--- src/rtl/riscv_pkg.sv ---
// Definitions shared between the RISC-V core and its peripherals.
package riscv_pkg;

    localparam int   UART_DATA_BITS = 8;
    localparam logic UART_IDLE      = 1'b1;

    typedef enum logic [1:0] {
        IDLE,
        START,
        DATA,
        STOP
    } uart_state_t;

endpackage

--- src/rtl/byte_fifo.sv ---
// Circular byte queue with registered empty/full flags and a drop strobe
// for pushes refused while full.
module byte_fifo #(
    parameter int DEPTH = 4
) (
    input  logic       clk_i,
    input  logic       rst_i,
    input  logic       push_i,
    input  logic [7:0] din_i,
    input  logic       pop_i,
    output logic [7:0] dout_o,
    output logic       empty_o,
    output logic       full_o,
    output logic       drop_o
);

    localparam int AW = $clog2(DEPTH);

    logic [7:0]    mem_q [DEPTH];
    logic [AW-1:0] wr_ptr_q, wr_ptr_d;
    logic [AW-1:0] rd_ptr_q, rd_ptr_d;
    logic [AW:0]   count_q, count_d;
    logic          empty_q, empty_d;
    logic          full_q, full_d;
    logic          do_push, do_pop;

    always_comb begin
        do_pop   = pop_i && !empty_q;
        // A pop in the same cycle frees the slot, so a full queue still accepts.
        do_push  = push_i && (!full_q || do_pop);
        drop_o   = push_i && !do_push;
        wr_ptr_d = wr_ptr_q;
        rd_ptr_d = rd_ptr_q;
        count_d  = count_q;
        if (do_push) wr_ptr_d = wr_ptr_q + AW'(1);
        if (do_pop)  rd_ptr_d = rd_ptr_q + AW'(1);
        if (do_push && !do_pop)      count_d = count_q + (AW+1)'(1);
        else if (do_pop && !do_push) count_d = count_q - (AW+1)'(1);
        empty_d = (count_d == '0);
        full_d  = (count_d == (AW+1)'(DEPTH));
    end

    always_ff @(posedge clk_i) begin
        if (rst_i) begin
            wr_ptr_q <= '0;
            rd_ptr_q <= '0;
            count_q  <= '0;
            empty_q  <= 1'b1;
            full_q   <= 1'b0;
        end else begin
            wr_ptr_q <= wr_ptr_d;
            rd_ptr_q <= rd_ptr_d;
            count_q  <= count_d;
            empty_q  <= empty_d;
            full_q   <= full_d;
        end
    end

    always_ff @(posedge clk_i) begin
        if (do_push) mem_q[wr_ptr_q] <= din_i;
    end

    assign dout_o  = mem_q[rd_ptr_q];
    assign empty_o = empty_q;
    assign full_o  = full_q;

endmodule

--- src/rtl/a0_uart_tx.sv ---
// Serialises every change of the core's a0 low byte as an 8N1 UART frame,
// queuing bursts in a small FIFO and pulsing irq_o per completed frame.
module a0_uart_tx
    import riscv_pkg::*;
#(
    parameter int CLKS_PER_BIT = 4,
    parameter int FIFO_DEPTH   = 4
) (
    input  logic       clk_i,
    input  logic       rst_i,
    input  logic [7:0] data_i,
    output logic       tx_o,
    output logic       busy_o,
    output logic       full_o,
    output logic       overflow_o,
    output logic       irq_o
);

    localparam int BW = $clog2(CLKS_PER_BIT);

    uart_state_t state_q, state_d;
    logic [BW-1:0] baud_q, baud_d;
    logic [2:0]    bit_q, bit_d;
    logic [7:0]    shift_q, shift_d;
    logic [7:0]    prev_q, prev_d;
    logic          tx_q, tx_d;
    logic          irq_q, irq_d;
    logic          ovf_q, ovf_d;

    logic          push, pop, baud_last;
    logic [7:0]    fifo_dout;
    logic          fifo_empty, fifo_full, fifo_drop;

    byte_fifo #(
        .DEPTH (FIFO_DEPTH)
    ) u_fifo (
        .clk_i   (clk_i),
        .rst_i   (rst_i),
        .push_i  (push),
        .din_i   (data_i),
        .pop_i   (pop),
        .dout_o  (fifo_dout),
        .empty_o (fifo_empty),
        .full_o  (fifo_full),
        .drop_o  (fifo_drop)
    );

    // prev tracks data_i even when the byte is dropped.
    always_comb begin
        push   = (data_i != prev_q);
        prev_d = data_i;
        ovf_d  = ovf_q | fifo_drop;
    end

    assign baud_last = (baud_q == BW'(CLKS_PER_BIT - 1));

    always_comb begin
        state_d = state_q;
        baud_d  = baud_q;
        bit_d   = bit_q;
        shift_d = shift_q;
        pop     = 1'b0;
        irq_d   = 1'b0;
        case (state_q)
            IDLE: begin
                baud_d = '0;
                bit_d  = '0;
                if (!fifo_empty) begin
                    pop     = 1'b1;
                    shift_d = fifo_dout;
                    state_d = START;
                end
            end
            START: begin
                baud_d = baud_q + BW'(1);
                if (baud_last) begin
                    baud_d  = '0;
                    bit_d   = '0;
                    state_d = DATA;
                end
            end
            DATA: begin
                baud_d = baud_q + BW'(1);
                if (baud_last) begin
                    baud_d  = '0;
                    shift_d = shift_q >> 1;
                    if (bit_q == 3'(UART_DATA_BITS - 1)) state_d = STOP;
                    else                                  bit_d   = bit_q + 3'd1;
                end
            end
            STOP: begin
                baud_d = baud_q + BW'(1);
                if (baud_last) begin
                    baud_d = '0;
                    irq_d  = 1'b1;
                    // Chain straight into the next start bit when more bytes wait.
                    if (!fifo_empty) begin
                        pop     = 1'b1;
                        shift_d = fifo_dout;
                        state_d = START;
                    end else begin
                        state_d = IDLE;
                    end
                end
            end
            default: state_d = IDLE;
        endcase

        case (state_d)
            START:   tx_d = 1'b0;
            DATA:    tx_d = shift_d[0];
            default: tx_d = UART_IDLE;
        endcase
    end

    always_ff @(posedge clk_i) begin
        if (rst_i) begin
            state_q <= IDLE;
            baud_q  <= '0;
            bit_q   <= '0;
            shift_q <= '0;
            prev_q  <= '0;
            tx_q    <= UART_IDLE;
            irq_q   <= 1'b0;
            ovf_q   <= 1'b0;
        end else begin
            state_q <= state_d;
            baud_q  <= baud_d;
            bit_q   <= bit_d;
            shift_q <= shift_d;
            prev_q  <= prev_d;
            tx_q    <= tx_d;
            irq_q   <= irq_d;
            ovf_q   <= ovf_d;
        end
    end

    assign tx_o       = tx_q;
    assign busy_o     = (state_q != IDLE);
    assign full_o     = fifo_full;
    assign overflow_o = ovf_q;
    assign irq_o      = irq_q;

endmodule
--- config.mk ---
export PLATFORM = sky130hd
export DESIGN_NAME = a0_uart_tx
export DESIGN_NICKNAME = d
export VERILOG_FILES = /design/src/rtl/riscv_pkg.sv /design/src/rtl/byte_fifo.sv /design/src/rtl/a0_uart_tx.sv
export SDC_FILE = /design/constraint.sdc
export NUM_CORES = 1
export LEC_CHECK = 0
export ABC_AREA = 1
export CORE_MARGIN = 4
export CORE_UTILIZATION = 54
export CTS_BUF_LIST = sky130_fd_sc_hd__clkbuf_16
export DETAILED_ROUTE_END_ITERATION = 6
export PLACE_DENSITY = 0.74
export SLEW_MARGIN = 20
export SYNTH_ARGS = -nofsm -noshare
export SYNTH_HDL_FRONTEND = slang
export SYNTH_SLANG_ARGS = --single-unit
export TNS_END_PERCENT = 100
--- constraint.sdc ---
create_clock -name clk_i -period 2.05 [get_ports clk_i]
set_clock_uncertainty 0.15 [all_clocks]
set_input_delay 0.41 -clock clk_i [delete_from_list [all_inputs] [get_ports clk_i]]
set_output_delay 0.41 -clock clk_i [all_outputs]
set_load 0.01 [all_outputs]
Yosys cells after proc, flatten, opt, wreduce, memory -nomap -nowiden:

Memories as Yosys holds them, arrays and structs flattened. A register that Yosys moved wholly into a read port is not among the register bits.
Index checks and enable logic that the tools add are counted.

* register bits after elaboration: 35
* bits in latches: 0
* bits in writable memories: 32
* bits in read-only memories: 0
* bits of input ports: 10
* output and inout port bits: 5
* logic and storage cells: 83
* memories kept: 1

Memory list
* u_fifo.mem_q: words 4, bits a word 8, read ports 1, clocked after memory_dff 1, write ports 1, RTL line byte_fifo.sv:19 `logic [7:0] mem_q [DEPTH];`

* add/sub/neg operators: 6
* $mul: 0
* div/mod/pow operators: 0
* magnitude comparators: 0
* eq/ne operators: 13
* shift operators: 0
* mux-type cells: 28
* bitwise operators: 2
* reductions and logical operators: 19

Operators by type and width (number)
* $mux 8: 3
* $pmux 8 s3: 1
* $mux 2: 8
* $mux 3: 5
* $pmux 3 s3: 1
* $eq 2x2->1 const B: 4
* $ne 2x2->1 const B: 4
* $ne 8x8->1: 1
* $pmux 2 s4: 1
* $add 2x1->2 const B: 3
* $add 3x1->3 const B: 2
* $eq 3x3->1 const B: 2
* $mux 1: 6
* $reduce_bool 3->1: 2
* $logic_and 1x1->1: 5
* $eq 2x1->1 const B: 2
* $logic_not 1->1: 4
* $pmux 1 s2: 2
* $pmux 2 s2: 1
* $reduce_and 4->1: 1
* $logic_not 3->1: 1
* $reduce_and 3->1: 1
* $reduce_or 3->1: 1
* $sub 3x1->3 const B: 1
* 6 further kinds: 6

Logic depth before layout (Yosys ltp):

* depth in word-level cells: 11
* depth in mapped cells: 13

By module:

Synthesis repeated with hierarchy kept, for this count alone.

* cell total of the unflattened synthesis: 353
* area total of the unflattened synthesis: 3136.8 µm²

By module, submodules not included
* byte_fifo: instances 1, cells each 153, area each 1747.9 µm², seq. area each 1181.1 µm²
* a0_uart_tx: instances 1, cells each 200, area each 1388.8 µm², seq. area each 520.5 µm²

Least setup slack after synthesis:

No wires, ideal clock.

* path kind: reg-to-reg
* start point: register state_q[0]
* end point: memory u_fifo.mem_q[0][0] (enable)
* library setup time: 0.371 ns
* arrival time: 1.697 ns
* required time: 1.529 ns
* path slack: -0.167 ns
* cell stages (with the launch flop): 8
* path buffers: 0
* path through: dfxtp_1 -> inv_1 -> ha_1 -> nor2_1 -> nand2_4 -> nand2_1 -> nand2_1 -> nor2_1

* word-level cells in the longest chain between the ends: 7
* elaborated cells on any way between the ends: 8

RTL lines
* start: declaration: RTL line a0_uart_tx.sv:21 `uart_state_t state_q, state_d;`
* start signal: assignment: RTL line a0_uart_tx.sv:127 `state_q <= state_d;`
* $eq 2x2->1 / $logic_not 2->1 (equally long branches): RTL line a0_uart_tx.sv:64 `case (state_q)`
* $pmux 1 s2 (*): RTL line a0_uart_tx.sv:64
* $logic_and 1x1->1 (*): RTL line byte_fifo.sv:28 `do_pop = pop_i && !empty_q;`
* $logic_or 1x1->1 (*): RTL line byte_fifo.sv:30 `do_push = push_i && (!full_q || do_pop);`
* $logic_and 1x1->1 (*): RTL line byte_fifo.sv:30
* $mux 1 (*): RTL line byte_fifo.sv:60 `if (do_push) mem_q[wr_ptr_q] <= din_i;`
* $mux 1 (not written as such) (*): RTL line byte_fifo.sv:60
* end: declaration: RTL line byte_fifo.sv:19

Every way passes the cells marked *; elsewhere a longest branch is shown, timed or not.

Worst setup path after layout:

* start point: input data_i[1]
* end point: memory u_fifo.mem_q[3][6] (enable)

* word-level cells in the longest chain between the ends: 4

RTL lines
* start: declaration: RTL line a0_uart_tx.sv:11 `input logic [7:0] data_i,`
* $ne 8x8->1: RTL line a0_uart_tx.sv:50 `push = (data_i != prev_q);`
* $logic_and 1x1->1: RTL line byte_fifo.sv:30
* $mux 1: RTL line byte_fifo.sv:60
* $mux 1 (not written as such): RTL line byte_fifo.sv:60

Every way passes these cells.

==> impl_metrics.py <==
metrics = {
    "outcome": {
        "status": "complete, no violations",
    },
    "placed_design": {
        "routabilityCongestion": 0.882,
        "dpl_worst_slack_ns": -0.319,
        "hpwl_um": 5070,
        "placed_area_um2": 3700,
        "portBuffers": 14,
    },
    "floorplan": {
        "core_um2": 5640,
        "row_count": 27,
        "die-area_um2": 7230,
        "start_util_pct": 56.8,
        "io_pins": 15,
        "fp.dieW_um": 85.0,
        "die_height_um": 85.0,
    },
    "clock_network": {
        "clkSlewWorstSetupHoldPaths_ns": 0.05,
        "clock_latency_ns": 0.32,
        "cts_root_buf": "clkbuf_16",
        "cts_hold_buffers": 0,
        "h-tree-depth": 3,
        "cts_buffer_depth": 2,
        "cts_tree": "done",
        "clock-sinks": 69,
        "numCtsBuffers": 9,
    },
    "timing": {
        "setup_slack_ns": 0.129,
        "rsz0062_at_grt": "false",
        "finalCritPeriodShare_pct": 93.7,
        "fmax_ghz": 0.521,
        "setup_viol": 0,
        "hold_viol": 0,
        "worst_slew_pin_slew_ns": 0.437,
        "whs_ns": 0.273,
        "slew_violations": 0,
        "slew_headroom_pct": 70.8,
        "post-route-min-period_ns": 1.92,
        "tns_ns": 0,
    },
    "yosys": {
        "synth.distinct_cells": 29,
        "synthAdderAreaFrac_pct": 5.86,
        "synth_top_family_by_area": "simple AND/OR/NAND/NOR gates",
        "synth_compound_area_share_pct": 12.6,
        "async_flop_share_pct": 0,
        "syn_area_per_cell_um2": 8.52,
        "yosysTopAreaCellShare_pct": 30.0,
        "synth.area.mux_share_pct": 0,
        "synth_xor_area_share_pct": 1.09,
        "synth_top_cells_by_area": "edfxtp_1 30%, dfxtp_1 23%, nand2_1 9.6%",
        "synth_edf_count": 32,
        "yosysSeqAreaShare_pct": 53.1,
        "ys_seq_elements": 69,
        "yosys.area_share.simple_pct": 20.2,
        "yosysTopAreaCell": "edfxtp_1",
        "syn-num-nets": 401,
        "yosysWarnings": 0,
        "synth_cells": 376,
        "syn-cell-area_um2": 3200,
        "yosys_most_used_dff": "dfxtp_1",
    },
    "power_and_ir_drop": {
        "p_int_uw": 3680,
        "power_density_nw_per_um2": 1360,
        "pwr-share-clk_pct": 31.5,
        "switching_share_pct": 33.2,
        "power.total_uw": 5520,
        "ir_drop_mv": 1.02,
        "leakage_uw": 0.00185,
        "p_switching_uw": 1830,
        "sequentialPowerShare_pct": 37.1,
        "combPwrFrac_pct": 31.4,
    },
    "layout": {
        "drive_above_1_share_pct": 16.9,
        "layout_common_cells": "81 x nand2_1, 48 x inv_1, 48 x nor2_1",
        "finalNetCount": 457,
        "num_antenna_cells": 0,
        "final_common_cell": "nand2_1",
        "syn_to_final_growth_pct": 26.8,
        "final_design_area_no_fill_um2": 4060,
    },
    "routing": {
        "viasPerCell": 5.24,
        "routed_wl_um": 7280,
        "num_vias": 2667,
        "firstDrtPassIters": 5,
        "wl_per_cell_um": 14.3,
        "drc": 0,
        "ant_nets": 0,
        "drtIter0Drc": 135,
    },
    "run": {
        "maxCapViolCount": 0,
    },
    "global_route": {
        "antenna_found_initial": 0,
        "grtUsageTotal_pct": 22.0,
        "grt_max_degree": 24,
        "grt_pass1_wl_um": 12400,
        "grt_pass1_vias": 2668,
        "overflow": 0,
    },
    "setup_path": {
        "critPathRequiredTime_ns": 1.93,
        "r2r-end": "u_fifo.mem_q[3][6]",
        "path_max_fanout": 8,
        "cp-end-kind": "flop",
        "crit_type": "primary input to flop",
        "r2r_cells": 8,
        "cp_data_arrival_time_ns": 1.80,
        "timing.rr.start": "state_q[0]",
        "reg2reg_slack_ns": 0.15,
        "startpoint_type": "primary input",
    },
    "hold_path": {
        "hp-class": "flop to flop",
        "whs_endpoint": "baud_q[0]",
        "worstHoldStart": "baud_q[0]",
        "hold_depth": 1,
    },
}
==> timing repair <==
action,in CTS,in global routing
endpoints found under the setup margin,33,37
endpoints found under the hold margin,0,0
pin swaps,0,3
setup buffers,0,0
resized for setup,2,11
==> worst max-delay path by stage <==
stage / endpoint / start / cells after the start / slack, ns
2_1_floorplan: u_fifo.mem_q[0][0] / state_q[0] / 7 / -0.07
3_3_place_gp: u_fifo.mem_q[1][6] / data_i[0] / 11 / -0.24
3_5_place_dp: u_fifo.mem_q[3][4] / data_i[3] / 11 / -0.32
4_1_cts: u_fifo.mem_q[3][6] / state_q[0] / 8 / 0.04
5_1_grt: u_fifo.empty_o / state_q[0] / 12 / 0.01
6_report: u_fifo.mem_q[3][6] / data_i[1] / 10 / 0.13
==> area by class of cell <==
class	instances	area, um2
sequential	69	1700
fill	433	1580
multi-input combinational	249	1290
timing repair buffer	52	439
clock buffer	9	225
inverter	51	196
clock inverter	7	114
tap	72	90.1
==> per-stage QoR <==
stage,utilization (%),std cells
final,72.0,509
after global routing,72.0,509
after CTS,71.6,509
after detailed placement,65.5,493
after global placement,65.5,493
after floorplan,-,376
==> cell families after synthesis <==
logic type                 Yosys count
AOI/OAI and AO/OA                   72
xor gates and xnor gates             4
adders and majority gates           15
buffers and inverters               58
DFF                                 69
and+or+nand+nor                    158
==> state kept, by name, indices dropped and copies added (netlist names), 2 cells and up, named ones only <==
register and cells:
state_q 2, u_fifo.rd_ptr_q 2, bit_q 3, prev_q 8
u_fifo.count_q 3, u_fifo.mem_q 32, u_fifo.wr_ptr_q 2, baud_q 2
shift_q 8
==> cells in the mapped netlist, types with 2 or more instances <==
library cell	n
xnor2_1	2
nand2_2	2
o211ai_1	6
nor3_1	2
nor2_1	55
o22ai_1	2
xor2_1	2
a31oi_1	2
a21oi_1	20
o21ai_0	38
inv_1	48
ha_1	15
buf_2	2
inv_2	2
clkbuf_1	4
nand2_1	82
dfxtp_1	37
nand3_1	13
edfxtp_1	32
==> worst max-delay path, stage by stage <==
cell and delay [ns]:
clkdlybuf4s50_1 0.54, inv_1 0.07, nand2_1 0.06, nand2_1 0.04, nand2_1 0.08, nor2_2 0.05
nand2_1 0.10, nand2_2 0.14, nor2_2 0.11, buf_4 0.18
==> metal layers <==
layer / track usage [%] / share of wire (%)
met1: 28.5 / 44
met2: 35.0 / 47
met3: 5.34 / 5.7
met4: 9.50 / 2.8
met5: 0 / 0
==> power groups by stage <==
stage                     clock (uW)  sequential [uW]  combinational, uW
after floorplan                    0             2010               1180
after global placement             0             2050               1650
after detailed placement           0             2060               1710
after CTS                       1770             2040               1730
after global routing            1840             2080               1980
final                           1740             2050               1730
Power figures use the tool's default switching activity.
